File: src/rtl/alu_pkg.sv
// alu_pkg: shared definitions for the pipelined integer ALU.
//   ALU_FUNC_W  width of the function code carried on aluFunc_in
//   alu_func_e  encoding of the supported operations; codes above
//               ALU_SRA are legal on the bus and evaluate to zero.
package alu_pkg;

    localparam int ALU_FUNC_W = 4;

    typedef enum logic [ALU_FUNC_W-1:0] {
        ALU_ADD  = 4'd0,
        ALU_SUB  = 4'd1,
        ALU_AND  = 4'd2,
        ALU_OR   = 4'd3,
        ALU_XOR  = 4'd4,
        ALU_SLT  = 4'd5,
        ALU_SLTU = 4'd6,
        ALU_SLL  = 4'd7,
        ALU_SRL  = 4'd8,
        ALU_SRA  = 4'd9
    } alu_func_e;

endpackage

File: src/rtl/alu_core.sv
// alu_core: purely combinational evaluation of one ALU operation.
// Ports:
//   a, b    in   XLEN        operands
//   func    in   ALU_FUNC_W  operation code (alu_func_e); unknown codes give 0
//   result  out  XLEN        operation result
module alu_core
    import alu_pkg::*;
#(
    parameter int XLEN = 32
) (
    input  logic [XLEN-1:0]       a,
    input  logic [XLEN-1:0]       b,
    input  logic [ALU_FUNC_W-1:0] func,
    output logic [XLEN-1:0]       result
);

    localparam int SHAMT_W = $clog2(XLEN);

    // Shift amount is the low log2(XLEN) bits of b; upper bits are ignored.
    logic [SHAMT_W-1:0] shamt;
    assign shamt = b[SHAMT_W-1:0];

    always_comb begin
        result = '0;
        case (func)
            ALU_ADD:  result = a + b;
            ALU_SUB:  result = a - b;
            ALU_AND:  result = a & b;
            ALU_OR:   result = a | b;
            ALU_XOR:  result = a ^ b;
            ALU_SLT:  result = {{(XLEN-1){1'b0}}, ($signed(a) < $signed(b))};
            ALU_SLTU: result = {{(XLEN-1){1'b0}}, (a < b)};
            ALU_SLL:  result = a << shamt;
            ALU_SRL:  result = a >> shamt;
            ALU_SRA:  result = $unsigned($signed(a) >>> shamt);
            default:  result = '0;
        endcase
    end

endmodule

File: src/rtl/alu_pipe.sv
// alu_pipe: pipelined integer ALU functional unit for the execute stage.
// The result is computed once at the input; PIPE_STAGES register stages then
// carry {valid, tag, result} to the output with valid/ready flow control,
// bubble collapse, and a flush that kills every in-flight op.
// Ports:
//   clk_in         in   1      clock, rising edge
//   rst_n_in       in   1      asynchronous active-low reset
//   flush_in       in   1      drop all in-flight ops (and any op accepted now)
//   in_valid_in    in   1      op present
//   in_ready_out   out  1      op can be accepted this cycle
//   rval1_in       in   XLEN   operand A
//   rval2_in       in   XLEN   operand B
//   aluFunc_in     in   4      operation code
//   tag_in         in   TAG_W  destination tag
//   out_valid_out  out  1      result present
//   out_ready_in   in   1      consumer takes result
//   data_out       out  XLEN   result
//   tag_out        out  TAG_W  tag of result
module alu_pipe
    import alu_pkg::*;
#(
    parameter int XLEN        = 32,
    parameter int TAG_W       = 4,
    parameter int PIPE_STAGES = 2
) (
    input  logic                  clk_in,
    input  logic                  rst_n_in,
    input  logic                  flush_in,
    input  logic                  in_valid_in,
    output logic                  in_ready_out,
    input  logic [XLEN-1:0]       rval1_in,
    input  logic [XLEN-1:0]       rval2_in,
    input  logic [ALU_FUNC_W-1:0] aluFunc_in,
    input  logic [TAG_W-1:0]      tag_in,
    output logic                  out_valid_out,
    input  logic                  out_ready_in,
    output logic [XLEN-1:0]       data_out,
    output logic [TAG_W-1:0]      tag_out
);

    logic [XLEN-1:0] alu_result;

    logic [PIPE_STAGES-1:0]            valid_reg;
    logic [PIPE_STAGES-1:0]            valid_next;
    logic [PIPE_STAGES-1:0][TAG_W-1:0] tag_reg;
    logic [PIPE_STAGES-1:0][XLEN-1:0]  data_reg;

    // Per-stage source (what the previous stage or the input offers).
    logic [PIPE_STAGES-1:0]            src_valid;
    logic [PIPE_STAGES-1:0][TAG_W-1:0] src_tag;
    logic [PIPE_STAGES-1:0][XLEN-1:0]  src_data;

    logic [PIPE_STAGES-1:0] stage_load;   // stage takes new contents this edge
    logic [PIPE_STAGES-1:0] payload_load; // stage captures a real op

    alu_core #(
        .XLEN (XLEN)
    ) u_alu_core (
        .a      (rval1_in),
        .b      (rval2_in),
        .func   (aluFunc_in),
        .result (alu_result)
    );

    // A stage can load if it is empty or its successor loads this cycle.
    // Walk from the output backwards so the chain stays within one process.
    always_comb begin
        logic next_load;
        next_load  = out_ready_in;
        stage_load = '0;
        for (int i = PIPE_STAGES - 1; i >= 0; i--) begin
            stage_load[i] = !valid_reg[i] || next_load;
            next_load     = stage_load[i];
        end
    end

    // Depends only on out_ready_in and valid bits, never on in_valid_in.
    assign in_ready_out = stage_load[0];

    genvar gi;
    generate
        for (gi = 0; gi < PIPE_STAGES; gi++) begin : g_stage
            if (gi == 0) begin : g_src_in
                assign src_valid[gi] = in_valid_in;
                assign src_tag[gi]   = tag_in;
                assign src_data[gi]  = alu_result;
            end else begin : g_src_prev
                assign src_valid[gi] = valid_reg[gi-1];
                assign src_tag[gi]   = tag_reg[gi-1];
                assign src_data[gi]  = data_reg[gi-1];
            end

            // Flush wins over both accept and advance.
            assign valid_next[gi]   = flush_in ? 1'b0
                                    : (stage_load[gi] ? src_valid[gi] : valid_reg[gi]);
            assign payload_load[gi] = stage_load[gi] && src_valid[gi];
        end
    endgenerate

    always_ff @(posedge clk_in or negedge rst_n_in) begin
        if (!rst_n_in) begin
            valid_reg <= '0;
            tag_reg   <= '0;
            data_reg  <= '0;
        end else begin
            valid_reg <= valid_next;
            for (int i = 0; i < PIPE_STAGES; i++) begin
                if (payload_load[i]) begin
                    tag_reg[i]  <= src_tag[i];
                    data_reg[i] <= src_data[i];
                end
            end
        end
    end

    assign out_valid_out = valid_reg[PIPE_STAGES-1];
    assign data_out      = data_reg[PIPE_STAGES-1];
    assign tag_out       = tag_reg[PIPE_STAGES-1];

endmodule
File: config.mk
export PLATFORM = sky130hd
export DESIGN_NAME = alu_pipe
export DESIGN_NICKNAME = d
export VERILOG_FILES = /design/src/rtl/alu_pkg.sv /design/src/rtl/alu_core.sv /design/src/rtl/alu_pipe.sv
export SDC_FILE = /design/constraint.sdc
export NUM_CORES = 1
export LEC_CHECK = 0
export CAP_MARGIN = 0
export CORE_UTILIZATION = 45
export CTS_CLUSTER_DIAMETER = 120
export DETAILED_ROUTE_END_ITERATION = 8
export GPL_TIMING_DRIVEN = 1
export PLACE_DENSITY = 0.66
export SLEW_MARGIN = 20
export SYNTH_ARGS = -nofsm -noshare
export SYNTH_HDL_FRONTEND = slang
export SYNTH_SLANG_ARGS = --single-unit
File: constraint.sdc
create_clock -name clk_in -period 5.55 [get_ports clk_in]
set_clock_uncertainty 0.2 [all_clocks]
set_input_delay 0.8325 -clock clk_in [delete_from_list [all_inputs] [get_ports clk_in]]
set_output_delay 0.8325 -clock clk_in [all_outputs]
set_load 0.1 [all_outputs]
After elaboration in Yosys (flattened, before gate mapping):

Index checks and enable logic that the tools add are counted.

* register bits after elaboration: 74
* input bits: 77
* output and inout bits: 38
* word-level logic and storage cells: 39

* add/subtract/negate cells: 2
* order comparisons: 2
* eq/ne operators: 9
* shifts and indexed selects: 3
* mux-type cells: 5
* bitwise logic cells: 3
* reduce and logical (&&, ||, !) cells: 9

Operators with widths (number)
* 32-bit case mux with 10 select lines: 1
* 32-bit < comparator: 2
* 32-bit adder: 1
* 32-bit AND: 1
* 32-bit OR: 1
* 32-bit by 5-bit left shift with 32-bit output: 1
* 32-bit by 5-bit right shift with 32-bit output: 1
* 32-bit by 5-bit >>> shifter with 32-bit output: 1
* 32-bit subtractor: 1
* 32-bit bitwise XOR: 1
* 4-bit by 3-bit equality test with 1-bit output, second input constant: 4
* 4-bit by 2-bit equality test with 1-bit output, second input constant: 2
* 4-bit equality test, second input constant: 2
* 4-bit by 1-bit equality test with 1-bit output, second input constant: 1
* 4-bit zero test: 1
* 1-bit two-way mux: 4
* 2-bit nonzero test: 2
* 1-bit logical AND: 2
* 1-bit zero test: 2
* 1-bit logical OR: 2

Logic depth before layout (Yosys ltp):

Gate-level depths: netlist of run 1.

* depth in word-level cells: 5
* depth in mapped cells: 14
* mapped depth without buffers: 13

Cells and area by module:

A second synthesis of run 1 with hierarchy kept.

* cells, all modules: 1517
* area total of the unflattened synthesis: 11641.2 um^2

Modules (own cells, without submodules)
* alu_core: times used 1, cells an instance 1325, area each 8456.9 um^2, sequential area each 0.0 um^2
* alu_pipe: times used 1, cells an instance 192, area each 3184.3 um^2, sequential area each 1851.8 um^2

Worst setup path before layout of run 1:

OpenSTA, ideal clock, no wires.

* path type: input-to-reg
* start: in rval2_in[1]
* end: reg data_reg[29] (netlist name)
* library setup time: 123 ps
* arrival: 3744 ps
* required time: 5227 ps
* slack: 1483 ps
* stages on the path: 14
* path buffers: 3
* path through: buf_2 > clkinv_1 > buf_4 > buf_2 > ha_1 > o21bai_1 > o211ai_1 > a2111oi_2 > o211ai_1 > o211ai_2 > a2111oi_1 > or3_1 > a31oi_1 > a21oi_1

* longest elaborated chain between the ends: 2
* elaborated cells on any way between the ends: 6
* those cells by class: add/sub (2); shift (3); mux (1)

RTL lines
* start, declared: line alu_pipe.sv:32 `input logic [XLEN-1:0] rval2_in,`
* 32-bit subtractor, or another cell as far along: line alu_core.sv:27 `ALU_SUB: result = a - b;`
* 32-bit case mux with 10 select lines (*): line alu_core.sv:25 `case (func)`
* end signal, assigned by index: line alu_pipe.sv:110 `data_reg[i] <= src_data[i];`
* end, declared: line alu_pipe.sv:46 `logic [PIPE_STAGES-1:0][XLEN-1:0] data_reg;`

Every way passes the cells marked *; elsewhere a longest branch is shown, timed or not.
A chain may end at the register's enable or synchronous reset.

Worst setup path after layout of run 1:

* start: in rval1_in[6]
* end: reg data_reg[17] (netlist name)

* longest elaborated chain between the ends: 2
* elaborated cells on any way between the ends: 6
* those cells by class: add/sub (2); shift (3); mux (1)

RTL lines
* start, declared: line alu_pipe.sv:31 `input logic [XLEN-1:0] rval1_in,`
* 32-bit subtractor, or another cell as far along: line alu_core.sv:27
* 32-bit case mux with 10 select lines (*): line alu_core.sv:25

Marks and branches as above.

==> results.py, run 1 <==
metrics = {
    "setup_path": {
        "cpPeakStageDelay_ns": 0.70,
        "worstPathRequired_ns": 5.53,
        "cp_max_fo": 11,
        "end_kind": "register",
        "worst_setup_path_start_kind": "input port",
        "worstPathArrival_ns": 4.55,
        "slowest_stage": "clkdlybuf4s50_1",
        "cpLargestDelayFamily": "compound AO/OA/AOI/OAI gates",
        "crit_chain": "clkdlybuf4s50_1 -> inv_1 -> ha_1 -> nor2b_1 -> a2111oi_2 -> a2111oi_2 -> o211ai_1 -> o211ai_2 -> xnor2_1 -> a221oi_1 -> o221ai_1",
        "path_buf_inv": 2,
        "path_common_cell": "a2111oi_2",
        "critPathKind": "input port to register",
    },
    "timing": {
        "fin_ws_ns": 0.9860,
        "min_period_ns": 4.564,
        "finalSetupViolCount": 0,
        "rsz0062_at_grt": "no",
        "period_share_pct": 82.23,
        "finalHoldViolCount": 0,
        "maxSlewViolCount": 0,
        "relSlewSlack_pct": 33.88,
        "max_freq_mhz": 219.1,
        "setup_tns_ns": 0,
        "holdWs_ns": 0.2856,
        "worstMarginPinSlew_ns": 0.9917,
    },
    "finish": {
        "fillers": 2507,
        "layout.nets": 1705,
        "multiInputGateArea_mm2": 0.008667,
        "antenna_cells": 0,
        "area.growth.synth_to_final_pct": 13.35,
        "drive_above_1_share_pct": 12.91,
        "final_area_mm2": 0.01317,
        "regArea_mm2": 0.001852,
    },
    "synthesis": {
        "async_flop_share_pct": 100.0,
        "synth_most_common_cell": "nor2_1",
        "synthDominantCellAreaShare_pct": 15.94,
        "synth_area_leaders": "dfrtp_1, ha_1, mux4_2",
        "synth_cell_type_count": 74,
        "ys_warn_count": 0,
        "seq_area_frac_synth_pct": 15.94,
        "synth_ff_type": "dfrtp_1",
        "syn_area_per_cell_um2": 7.788,
        "synth_edf_count": 0,
        "synth_cells": 1492,
        "ys_ff_latch": 74,
        "synth_top_cell_by_area": "dfrtp_1",
        "synth_common_cells": "nor2_1, a21oi_1, nand2_1",
        "syn_nets": 1668,
        "mappedNetlistArea_mm2": 0.01162,
    },
    "global_route": {
        "grt_usage_pct": 36.21,
        "grt_antenna_before_repair": 1,
        "grt_pass1_wl_um": 71540,
        "overflow": 0,
        "grt_max_degree": 75,
        "grt_pass1_vias": 11220,
    },
    "drt": {
        "drt_iter0_markers": 1611,
        "wirelength_um": 48480,
        "ant_nets": 0,
        "drc": 0,
        "wl_per_cell_um": 26.01,
        "viasPerCell": 6.633,
        "dr_total_vias": 12360,
        "dr.pass1.iters": 6,
    },
    "die": {
        "die_w_um": 162.7,
        "rows": 58,
        "core_mm2": 0.02525,
        "io_pins": 115,
        "start_util_pct": 46.01,
        "die-area_mm2": 0.02647,
        "die_h_um": 162.7,
    },
    "run": {
        "cap_violations": 0,
    },
    "cts": {
        "root_buffer": "clkbuf_16",
        "cts_tree": "done",
        "cts_setup_buffers": 0,
        "cts_resized": 0,
        "clkSinkCount": 74,
        "cts_max_path_buffers": 2,
        "cts_inserted_buffers": 9,
        "clk_pin_slew_ns": 0.06,
        "cts_max_level": 3,
        "clk-insertion-delay-late_ns": 0.32,
        "hold_buffers": 0,
    },
    "pwr": {
        "ir_worst_vdd_v": 0.0003271,
        "power_uw": 2727,
        "power_density_mw_per_mm2": 207.1,
        "cellLeakagePower_uw": 0.005633,
    },
    "worst_hold_path": {
        "hold_class": "register to register",
    },
    "place": {
        "dpl_cell_area_mm2": 0.01288,
        "portBuffers": 114,
        "dpl.hpwl_um": 38520,
        "place.gp.congestion": 1.046,
        "place_ws_ns": 0.7907,
    },
    "outcome": {
        "status": "finished clean",
    },
}
-- power by group --
group	internal, uW	switching, uW	total, uW	leakage (uW)
combinational	506	1030	1530	0.00453
sequential	610	40.4	650	0.000977
clock	327	215	542	0.000130
total	1440	1280	2730	0.00563
-- worst paths after layout --
kind	start	endpoint	slack [ns]	cells after the start
worst min register to register	data_reg[9]	data_reg[9]	0.29	2
worst max register to register	valid_reg[1]	data_reg[28]	2.88	10
min in group asynchronous	rst_n_in	data_out[2]	0.43	1
worst max-delay path	rval1_in[6]	data_reg[17]	0.99	11
worst min-delay path	data_reg[9]	data_reg[9]	0.29	2
max in group asynchronous	rst_n_in	valid_reg[0]	4.12	1
-- routing by layer --
metal | vias up | global-route usage (%) | part of all wire (%)
li1 | 5535 | - | -
met1 | 5973 | 52.30 | 43
met2 | 748 | 54.06 | 43
met3 | 105 | 4.864 | 9.7
met4 | 2 | 14.44 | 3.9
met5 | - | 0 | 0.027
-- placed cells by master (no fill, tap or decap), drive strengths merged, types with 7 or more instances in the layout --
cell	n
nor2	148
a21oi	137
nand2	117
clkdlybuf4s50	109
o21ai	105
inv	101
ha	97
dfrtp	74
buf	62
mux2	56
mux2i	49
mux4	42
nor3	40
a211oi	32
o211ai	27
a221oi	21
xnor2	21
o31ai	16
nand3	16
o21bai	16
a21o	14
o221ai	13
a22oi	12
a31oi	11
or3	11
nor4	11
clkbuf	11
o21a	10
o22ai	9
a211o	9
nand2b	9
or2	9
a2111oi	9
nor2b	8
nand4	8
a22o	8
and2	7
and3	7
-- area by class of cell --
type                       count  share of cell area, %
timing repair buffer         171                  11.86
clock inverter                 5                 0.2945
inverter                     103                  2.935
sequential                    74                  14.06
clock buffer                  11                  1.919
tap                          330                  3.135
multi-input combinational   1170                  65.80
-- cells by family (layout without fill, tap and decap cells) --
| family | after synthesis | after routing | share of synthesized area, % |
|---|---|---|---|
| adders and majority gates | 99 | 99 | 10.79 |
| buffers and inverters | 248 | 290 | 9.648 |
| AOI/OAI and AO/OA | 499 | 499 | 28.52 |
| xor gates and xnor gates | 23 | 23 | 1.734 |
| muxes | 147 | 147 | 17.79 |
| and+or+nand+nor | 402 | 402 | 15.58 |
| DFF | 74 | 74 | 15.94 |
-- through the flow --
stage	utilization, %	std cells
after floorplan	-	1492
after global placement	51.00	1848
after detailed placement	51.00	1848
after CTS	52.16	1864
after global routing	52.16	1864
final	52.16	1864
-- worst min-delay path, delay by kind of cell, from the launching register on --
| kind | cells | cell delay (ns) |
|---|---|---|
| AOI/OAI and AO/OA | 1 | 0.06 |
| and+or+nand+nor | 1 | 0.05 |
| DFF | 1 | 0.35 |
Note: power is estimated with default switching activity, not from simulation.
==> inputs of run 2 (changes only) <==
- PLACE_DENSITY: 0.66 -> 0.69
- clock period: 5.55 -> 3.9 ns (I/O delays scaled with it)
==> run 2 against run 1 <==
Sequential share of layout area decreased by 1.3 points. Wire length increased by 6.6%. Critical path depth increased by 4. First-iteration DRC count decreased by 10%. Count of clock-buffer cells in the layout unchanged. Utilization increased by 5.1 points. Power increased by 55%. Register-to-register slack got worse by 1.7 ns. Largest power group unchanged. Sequential cell count unchanged. Worst hold slack got worse by 0.11 ns. Non-clock buffer count increased by 150. Critical path type unchanged. Global-route usage increased by 3.2 points.
==> results.py, run 2 (synthesized netlist as in run 1, its figures left out) <==
metrics = {
    "outcome": {
        "status": "finished clean",
    },
    "drt": {
        "wirelength_um": 51690,
        "drt_iter0_markers": 1450,
        "wl_per_cell_um": 25.67,
        "viasPerCell": 6.426,
        "drc": 0,
        "dr.pass1.iters": 6,
        "dr_total_vias": 12940,
        "ant_nets": 0,
    },
    "timing": {
        "period_share_pct": 96.59,
        "rsz0062_at_grt": "yes",
        "min_period_ns": 3.767,
        "max_freq_mhz": 265.5,
        "relSlewSlack_pct": 32.67,
        "finalHoldViolCount": 0,
        "worstMarginPinSlew_ns": 1.007,
        "maxSlewViolCount": 0,
        "holdWs_ns": 0.1770,
        "finalSetupViolCount": 0,
    },
    "global_route": {
        "grt_usage_pct": 39.40,
        "grt_pass1_wl_um": 77630,
        "grt_max_degree": 83,
        "grt_antenna_before_repair": 1,
        "overflow": 0,
        "grt_pass1_vias": 12260,
    },
    "place": {
        "dpl.hpwl_um": 42010,
        "place.gp.congestion": 0.9939,
        "portBuffers": 114,
    },
    "worst_hold_path": {
        "hold_class": "input port to async pin",
    },
    "setup_path": {
        "startpoint": "rval1_in[4]",
        "path_common_cell": "buf_4",
        "slowest_stage": "clkdlybuf4s50_1",
        "cp_max_fo": 9,
        "endpoint": "data_reg[17]",
        "end_kind": "register",
        "reg2reg_depth": 8,
        "worstPathArrival_ns": 3.76,
        "worstPathRequired_ns": 3.90,
        "r2r_slack_ns": 1.22,
        "r2r-end": "data_reg[19]",
        "critPathKind": "input port to register",
        "worst_setup_path_start_kind": "input port",
        "cpPeakStageDelay_ns": 0.48,
        "r2r_start": "valid_reg[1]",
        "crit_chain": "clkdlybuf4s50_1 -> inv_1 -> ha_4 -> buf_6 -> nor2_1 -> o211ai_1 -> a2111oi_2 -> buf_4 -> o211ai_1 -> o211ai_2 -> buf_4 -> xnor2_1 -> a221oi_1 -> buf_4 -> o221ai_1",
    },
    "finish": {
        "antenna_cells": 0,
        "layout.nets": 1855,
        "final_util_pct": 57.27,
        "layout_commonest_cell": "buf_4",
        "drive_above_1_share_pct": 21.50,
        "fillers": 2412,
        "layout_common_cells": "buf_4, nor2_1, a21oi_1",
        "area.growth.synth_to_final_pct": 24.46,
    },
    "pwr": {
        "ir_worst_vdd_v": 0.0004604,
        "cellLeakagePower_uw": 0.006436,
        "power_density_mw_per_mm2": 292.9,
    },
    "cts": {
        "cts_max_path_buffers": 2,
        "root_buffer": "clkbuf_16",
        "clk_pin_slew_ns": 0.06,
        "cts_max_level": 3,
        "clk-insertion-delay-late_ns": 0.33,
        "cts_inserted_buffers": 9,
        "cts_tree": "done",
        "clkSinkCount": 74,
    },
    "die": {
        "io_pins": 115,
        "start_util_pct": 46.01,
        "die_h_um": 162.7,
        "die-area_mm2": 0.02647,
        "core_mm2": 0.02525,
        "rows": 58,
        "die_w_um": 162.7,
    },
    "run": {
        "cap_violations": 0,
    },
}
-- run 2: where the power goes --
| part | switching, uW | total, uW | internal [uW] |
|---|---|---|---|
| logic | 1530 | 2390 | 863 |
| registers | 58.1 | 926 | 868 |
| clock network | 322 | 920 | 598 |
-- run 2: worst max-delay path: cells and delay by family --
kind,cells,cell delay (ns)
adder cells (fa/ha/maj),1,0.26
XOR/XNOR,1,0.08
AND/OR/NAND/NOR,1,0.08
AO/OA/AOI/OAI,6,1.47
buffers and inverters,6,1.29
-- run 2: metal layers --
metal,GRT usage [%],vias to the layer above,wire [um]
met5,0,-,0
met4,13.76,0,1775
met3,3.972,83,4393
met2,58.96,716,22280
met1,58.35,6295,23240
li1,-,5847,-
-- run 2: timing repair --
item | CTS | global route
hold buffers | 0 | 0
setup buffers | 0 | 1
resized for setup | 0 | 21
setup endpoints to repair | 0 | 9
-- run 2: through the flow --
step / setup slack [ns] / instance area (um^2) / total power [uW] / cells / TNS [ns]
finish: 0.1331 / 14460 / 4236 / 2014 / 0
global placement: -0.2013 / 14020 / 3244 / 1997 / -1.218
CTS: 0.04389 / 14360 / 4188 / 2013 / 0
detailed placement: -0.3032 / 14020 / 3256 / 1997 / -1.905
floorplan: 0.08077 / 11620 / 2467 / 1492 / 0
global route: -0.02846 / 14460 / 4430 / 2014 / -0.05423
-- run 2: worst min path at each step --
stage | end | slack [ns]
floorplan | data_out[0] | 0.09
global placement | data_reg[9] | 0.26
detailed placement | data_reg[5] | 0.27
CTS | data_out[3] | 0.22
global route | data_out[3] | 0.25
finish | data_out[2] | 0.18
-- run 2: layout make-up --
type                       count  area [um^2]  share of cell area, %
clock buffer                  11        252.7                  1.748
clock inverter                 5        85.08                 0.5883
inverter                     103        386.6                  2.673
multi-input combinational   1170         8752                  60.52
sequential                    74         1852                  12.80
tap                          330        412.9                  2.855
timing repair buffer         321         2721                  18.82
